--- config.mk ---
export PLATFORM = sky130hd
export DESIGN_NAME = imul_shared_arbiter
export DESIGN_NICKNAME = d
export VERILOG_FILES = /design/src/rtl/imul_shared_arbiter.sv
export SDC_FILE = /design/constraint.sdc
export NUM_CORES = 1
export LEC_CHECK = 0
export ABC_AREA = 1
export CORE_AREA = 2 2 132 134
export DETAILED_ROUTE_END_ITERATION = 8
export DIE_AREA = 0 0 134 136
export PLACE_DENSITY_LB_ADDON = 0.05
export SLEW_MARGIN = 20
export SYNTH_ARGS = -nofsm -noshare
export SYNTH_HDL_FRONTEND = slang
export SYNTH_SLANG_ARGS = --single-unit
--- constraint.sdc ---
create_clock -name clk -period 1.5 [get_ports clk]
set_input_delay 0.15 -clock clk [delete_from_list [all_inputs] [get_ports clk]]
set_output_delay 0.15 -clock clk [all_outputs]
set_load 0.1 [all_outputs]
--- src/rtl/imul_shared_arbiter.sv ---
// Round-robin sharing of one variable-latency multiplier between two requesters.
// Requests and responses pass straight through; only one operation is in flight at a time.
module imul_shared_arbiter #(
  parameter int p_msg_nbits = 67,
  parameter int p_cnt_nbits = 16
) (
  input  logic                   clk,
  input  logic                   reset,
  input  logic                   req0_val,
  output logic                   req0_rdy,
  input  logic [p_msg_nbits-1:0] req0_msg,
  input  logic                   req1_val,
  output logic                   req1_rdy,
  input  logic [p_msg_nbits-1:0] req1_msg,
  output logic                   resp0_val,
  input  logic                   resp0_rdy,
  output logic [31:0]            resp0_msg,
  output logic                   resp1_val,
  input  logic                   resp1_rdy,
  output logic [31:0]            resp1_msg,
  output logic                   mul_in_val,
  input  logic                   mul_in_rdy,
  output logic [p_msg_nbits-1:0] mul_in_msg,
  input  logic                   mul_out_val,
  output logic                   mul_out_rdy,
  input  logic [31:0]            mul_out_msg,
  output logic [p_cnt_nbits-1:0] done_cnt0,
  output logic [p_cnt_nbits-1:0] done_cnt1
);

  typedef enum logic {IDLE, WAIT} state_t;

  state_t state, state_nxt;
  logic   owner, owner_nxt;
  logic   prio, prio_nxt;
  logic   grant_any, grant;
  logic   inc0, inc1;

  // prio only breaks ties; a lone requester always wins
  assign grant_any = req0_val | req1_val;
  assign grant     = (req0_val & req1_val) ? prio : req1_val;

  assign resp0_msg = mul_out_msg;
  assign resp1_msg = mul_out_msg;

  always_comb begin
    state_nxt   = state;
    owner_nxt   = owner;
    prio_nxt    = prio;
    inc0        = 1'b0;
    inc1        = 1'b0;
    req0_rdy    = 1'b0;
    req1_rdy    = 1'b0;
    mul_in_val  = 1'b0;
    mul_in_msg  = req0_msg;
    resp0_val   = 1'b0;
    resp1_val   = 1'b0;
    mul_out_rdy = 1'b0;
    case (state)
      IDLE: begin
        mul_in_val = grant_any;
        if (grant) mul_in_msg = req1_msg;
        req0_rdy = grant_any & ~grant & mul_in_rdy;
        req1_rdy = grant_any &  grant & mul_in_rdy;
        if (mul_in_val && mul_in_rdy) begin
          state_nxt = WAIT;
          owner_nxt = grant;
        end
      end
      WAIT: begin
        resp0_val   = ~owner & mul_out_val;
        resp1_val   =  owner & mul_out_val;
        mul_out_rdy = owner ? resp1_rdy : resp0_rdy;
        if (mul_out_val && mul_out_rdy) begin
          state_nxt = IDLE;
          prio_nxt  = ~owner;
          inc0      = ~owner;
          inc1      =  owner;
        end
      end
      default: state_nxt = IDLE;
    endcase
  end

  always_ff @(posedge clk or negedge reset) begin
    if (!reset) begin
      state     <= IDLE;
      owner     <= 1'b0;
      prio      <= 1'b0;
      done_cnt0 <= '0;
      done_cnt1 <= '0;
    end else begin
      state <= state_nxt;
      owner <= owner_nxt;
      prio  <= prio_nxt;
      // counters stick at all-ones instead of wrapping
      if (inc0 && (done_cnt0 != '1)) done_cnt0 <= done_cnt0 + p_cnt_nbits'(1);
      if (inc1 && (done_cnt1 != '1)) done_cnt1 <= done_cnt1 + p_cnt_nbits'(1);
    end
  end

endmodule

Word-level counts from Yosys, hierarchy flattened
Cells that the tools add are included.
{"block": "word_totals", "ff_bits": 35, "inputBits": 174, "output_inout_bits": 169, "elab_cells": 43}
{"block": "op_classes", "add_sub_neg": 2, "n_eq_ne": 2, "muxes": 17, "bitwise": 11, "n_reduce_logical": 6}
{"operator": "$mux 67", "n": 2}
{"operator": "$add 16x1->16 const B", "n": 2}
{"operator": "$ne 16x16->1 const B", "n": 2}
{"operator": "$mux 1", "n": 14}
{"operator": "$and 1x1->1", "n": 7}
{"operator": "$logic_and 1x1->1", "n": 4}
{"operator": "$reduce_and 2->1", "n": 2}
{"operator": "$not 1->1", "n": 3}
{"operator": "$pmux 1 s2", "n": 1}
{"operator": "$or 1x1->1", "n": 1}

Logic depth before layout (Yosys ltp)
Gate-level depths: netlist (run 1).
{"block": "depth", "depth_word": 6, "ltp_mapped": 10, "depth_no_buf": 10}

Worst setup path before layout (run 1)
No wires, ideal clock.
{"block": "synth_path", "path_kind": "register -> output", "from": "register prio", "to": "output port req1_rdy", "arrival_ns": 2.142, "slack_ns": -0.792, "path_stages_with_launch": 6, "n_path_buf": 1, "path_cell_list": "dfrtp_1 -> inv_1 -> a21boi_2 -> nand2_1 -> clkbuf_1 -> nor2_1"}
{"block": "synth_via", "elab_chain_len": 4}
{"element": "start: declaration", "line_no": "35", "rtl": "logic prio, prio_nxt;"}
{"element": "start signal: assignment", "line_no": "95", "rtl": "prio <= prio_nxt;"}
{"element": "$mux 1", "line_no": "41", "rtl": "assign grant = (req0_val & req1_val) ? prio : req1_val;"}
{"element": "$and 1x1->1 (2 in series)", "line_no": "64", "rtl": "req1_rdy = grant_any & grant & mul_in_rdy;"}
{"element": "$mux 1", "line_no": "59", "rtl": "case (state)"}
{"element": "end: declaration", "line_no": "13", "rtl": "output logic req1_rdy,"}
Every way passes these cells.

Worst setup path after layout (run 1)
{"block": "layout_path", "from": "input port req1_val", "to": "output port mul_in_msg[55]"}
{"block": "layout_via", "elab_chain_len": 4}
{"element": "start: declaration", "line_no": "12", "rtl": "input logic req1_val,"}
{"element": "$and 1x1->1", "line_no": "41"}
{"element": "$mux 1 *", "line_no": "41"}
{"element": "$mux 67 *", "line_no": "62", "rtl": "if (grant) mul_in_msg = req1_msg;"}
{"element": "$mux 67 *", "line_no": "59"}
{"element": "end: declaration", "line_no": "23", "rtl": "output logic [p_msg_nbits-1:0] mul_in_msg,"}
Every way passes the cells marked *; elsewhere a longest branch is shown, timed or not.

==> run metrics, run 1 <==
initial antenna violation count 0; H-tree depth 2; gp weighted congestion 0.890; Syn Nets approximately 790; vias 4664; core area 16900 um^2; Slew @ Worst Pin 493 ps; Synth top area share 28.9%; dominant cell type by area after synthesis nand2_1; Skew-Pair Late Insertion Delay 280 ps; Initial Util 21.5%; Fin. Hold Viols 0; CTS Sinks 35; DRT iter0 DRCs 130; top post-synthesis cells by count nand2_1 (279), nand3_1 (85), buf_4 (65); num rows 48; # setup viols final 70; DR WL/cell 16.0 um; register area share after synthesis between 20 and 25%; final setup margin -263 ps; Final Util 51.7%; Clock Tree Root clkbuf_16; area grow syn2layout 140%; number of inserted diodes 0; violated checks setup timing; leakage power 3.74 nW; Rel. slew slack 67.2%; post-route DRC violation count 0; critical path required time between 1000 and 1500 ps; Post-synth ARST share 100%; Place WS -377 ps; most common cell in the netlist nand2_1; Synth area leaders nand2_1 (29%), dfrtp_1 (24%), buf_4 (13%); layout cells sized above 1 45.7%; worst vdd ir 1.07 mV; Total Routing Usage GR about 17%; WP data arrival approximately 1600 ps; Seq cells post-synth 35; Setup crit end kind output pin; number of buffers added on ports 246; die area ~18000 um^2; Mapped Area ~3600 um^2; EDFF count, synth 0; Post-Synth Adder-Cell Area 0.690%; Synth Area in XOR/XNOR 2.66%; final worst path period share 118%; max_cap viols 0; TritonCTS buffer count 5; HPWL after DPL 13300 um; global route overflow 0; Synth Area in Compound Gates 1.28%; largest family of logic cells by synthesized area simple AND/OR/NAND/NOR gates; number of global-route vias before repair 4751; Hold WC Path Type input port to output pin; critical path class input port to output pin; Main synth FF type dfrtp_1; largest net degree at the start of global routing 36; CTS tree yes; RSZ-0062 raised after global routing true; Worst setup SP type input port; Syn. warnings 0; mux share of post-synthesis cell area 0%; ANT nets after route 0; final wirelength 16900 um; Final nets around 1000; Pre-Repair DR Iteration Count 4; Via density around 4.4; Max clock buf depth 2; first-pass GRT wire length 25000 um; simple logic cell fraction of the synthesized area 50.7%; Max Freq between 0.5 and 0.6 GHz; library cells used by synthesis 26; status complete, but fails checks; die extent in x 134 um; Die Y-Extent about 140 um; minimum clock period after layout 1760 ps; crit-path max FO 19; power per cell area 1580 nW/um^2; Syn Area/Cell 5.90 um^2; clock skew 4.14 ps; synthesized instance count about 620; IO Pins 343; fin. max-slew vios 0
[metal layers]
metal	vias to the layer above	global-route usage, %	wire [um]
met1	2166	18.4	6320
met5	-	0	0
li1	2294	-	-
met3	12	7.42	1580
met4	0	4.43	266
met2	192	31.5	8780
[cells in the final DEF (no fill, tap or decap), types with 2 or more instances in the layout]
| cell | instances |
|---|---|
| nand3_2 | 20 |
| clkbuf_16 | 9 |
| buf_6 | 5 |
| dfrtp_2 | 7 |
| buf_12 | 112 |
| buf_4 | 31 |
| nand2_8 | 2 |
| o21ai_0 | 4 |
| dfrtp_1 | 3 |
| nand3b_1 | 3 |
| dfrtp_4 | 25 |
| nor2_1 | 31 |
| nand3_1 | 65 |
| nand2_2 | 45 |
| xor2_1 | 3 |
| o21ai_1 | 2 |
| nand2_4 | 88 |
| inv_1 | 30 |
| xnor2_1 | 8 |
| clkdlybuf4s50_1 | 140 |
| inv_2 | 7 |
| nand2_1 | 149 |
| buf_16 | 2 |
| nor2_2 | 3 |
| nor2_4 | 12 |
| nand4_1 | 13 |
| buf_8 | 3 |
| ha_4 | 2 |
[flip-flops by register name, indices dropped and copies added, names as in the netlist]
register	flops
state	1
prio	1
done_cnt0	16
done_cnt1	16
owner	1
[kinds of logic after synthesis]
family / after synthesis
AND/OR/NAND/NOR: 432
AO/OA/AOI/OAI: 8
adder cells (fa/ha/maj): 2
XOR/XNOR: 11
flip-flops: 35
buffers and inverters: 127
[final cells by class]
type / count / area (um^2)
inverters: 39 / 154
clock buffers: 6 / 139
well taps: 225 / 282
repair buffers: 299 / 4150
fillers: 1568 / 8150
multi-input cells: 454 / 2990
flip-flops and latches: 35 / 978
clock inverters: 2 / 35.0
[worst max-delay path, stage by stage]
cell             delay [ps]
clkdlybuf4s50_1         490
a21boi_4                200
buf_12                  170
buf_8                   180
nand3_1                 140
nand2_4                 110
buf_12                  170
[metrics by stage]
step	total power, mW	setup TNS [ps]	instances	area, um^2	hold WS (ps)
2_1_floorplan	8.42	-3570	615	4250	-146
3_3_place_gp	11.6	-24740	1034	7770	233
3_5_place_dp	11.6	-23620	1034	7770	243
4_1_cts	13.3	-16940	1049	8250	301
5_1_grt	14.3	-21770	1060	8730	301
6_report	13.8	-16500	1060	8730	300
[final timing paths]
kind,from,to,slack [ps],cells after the start
max,req1_val,mul_in_msg[55],-260,7
min,mul_out_msg[4],resp1_msg[4],300,0
max reg2reg,done_cnt1[1],done_cnt1[10],20,9
min reg2reg,done_cnt1[15],done_cnt1[15],540,2
max in group asynchronous,reset,done_cnt0[10],660,3
min in group asynchronous,reset,done_cnt1[6],440,3
[power by group]
group          switching, mW  total, mW  internal, mW
combinational           7.19       11.3          4.10
clock                  0.417       1.24         0.827
sequential             0.171       1.29          1.12
total                   7.78       13.8          6.05
[timing repair]
action / in CTS / in global routing
gates cloned: 1 / 7
setup endpoints to repair: 72 / 89
hold buffers: 1 / 0
endpoints found under the hold margin: 35 / 0
setup buffers: 5 / 4
pin swaps: 3 / 12
resized for setup: 62 / 81
Power figures use the tool's default switching activity.
==> inputs of run 2 (changes only) <==
--- a/config.mk
+++ b/config.mk
@@ -9,6 +9,7 @@
 export CORE_AREA = 2 2 132 134
 export DETAILED_ROUTE_END_ITERATION = 8
 export DIE_AREA = 0 0 134 136
+export GPL_TIMING_DRIVEN = 1
 export PLACE_DENSITY_LB_ADDON = 0.05
 export SLEW_MARGIN = 20
 export SYNTH_ARGS = -nofsm -noshare
==> results of run 2 <==
Same layout as run 1: the final DEF is identical, and so are final timing and power.
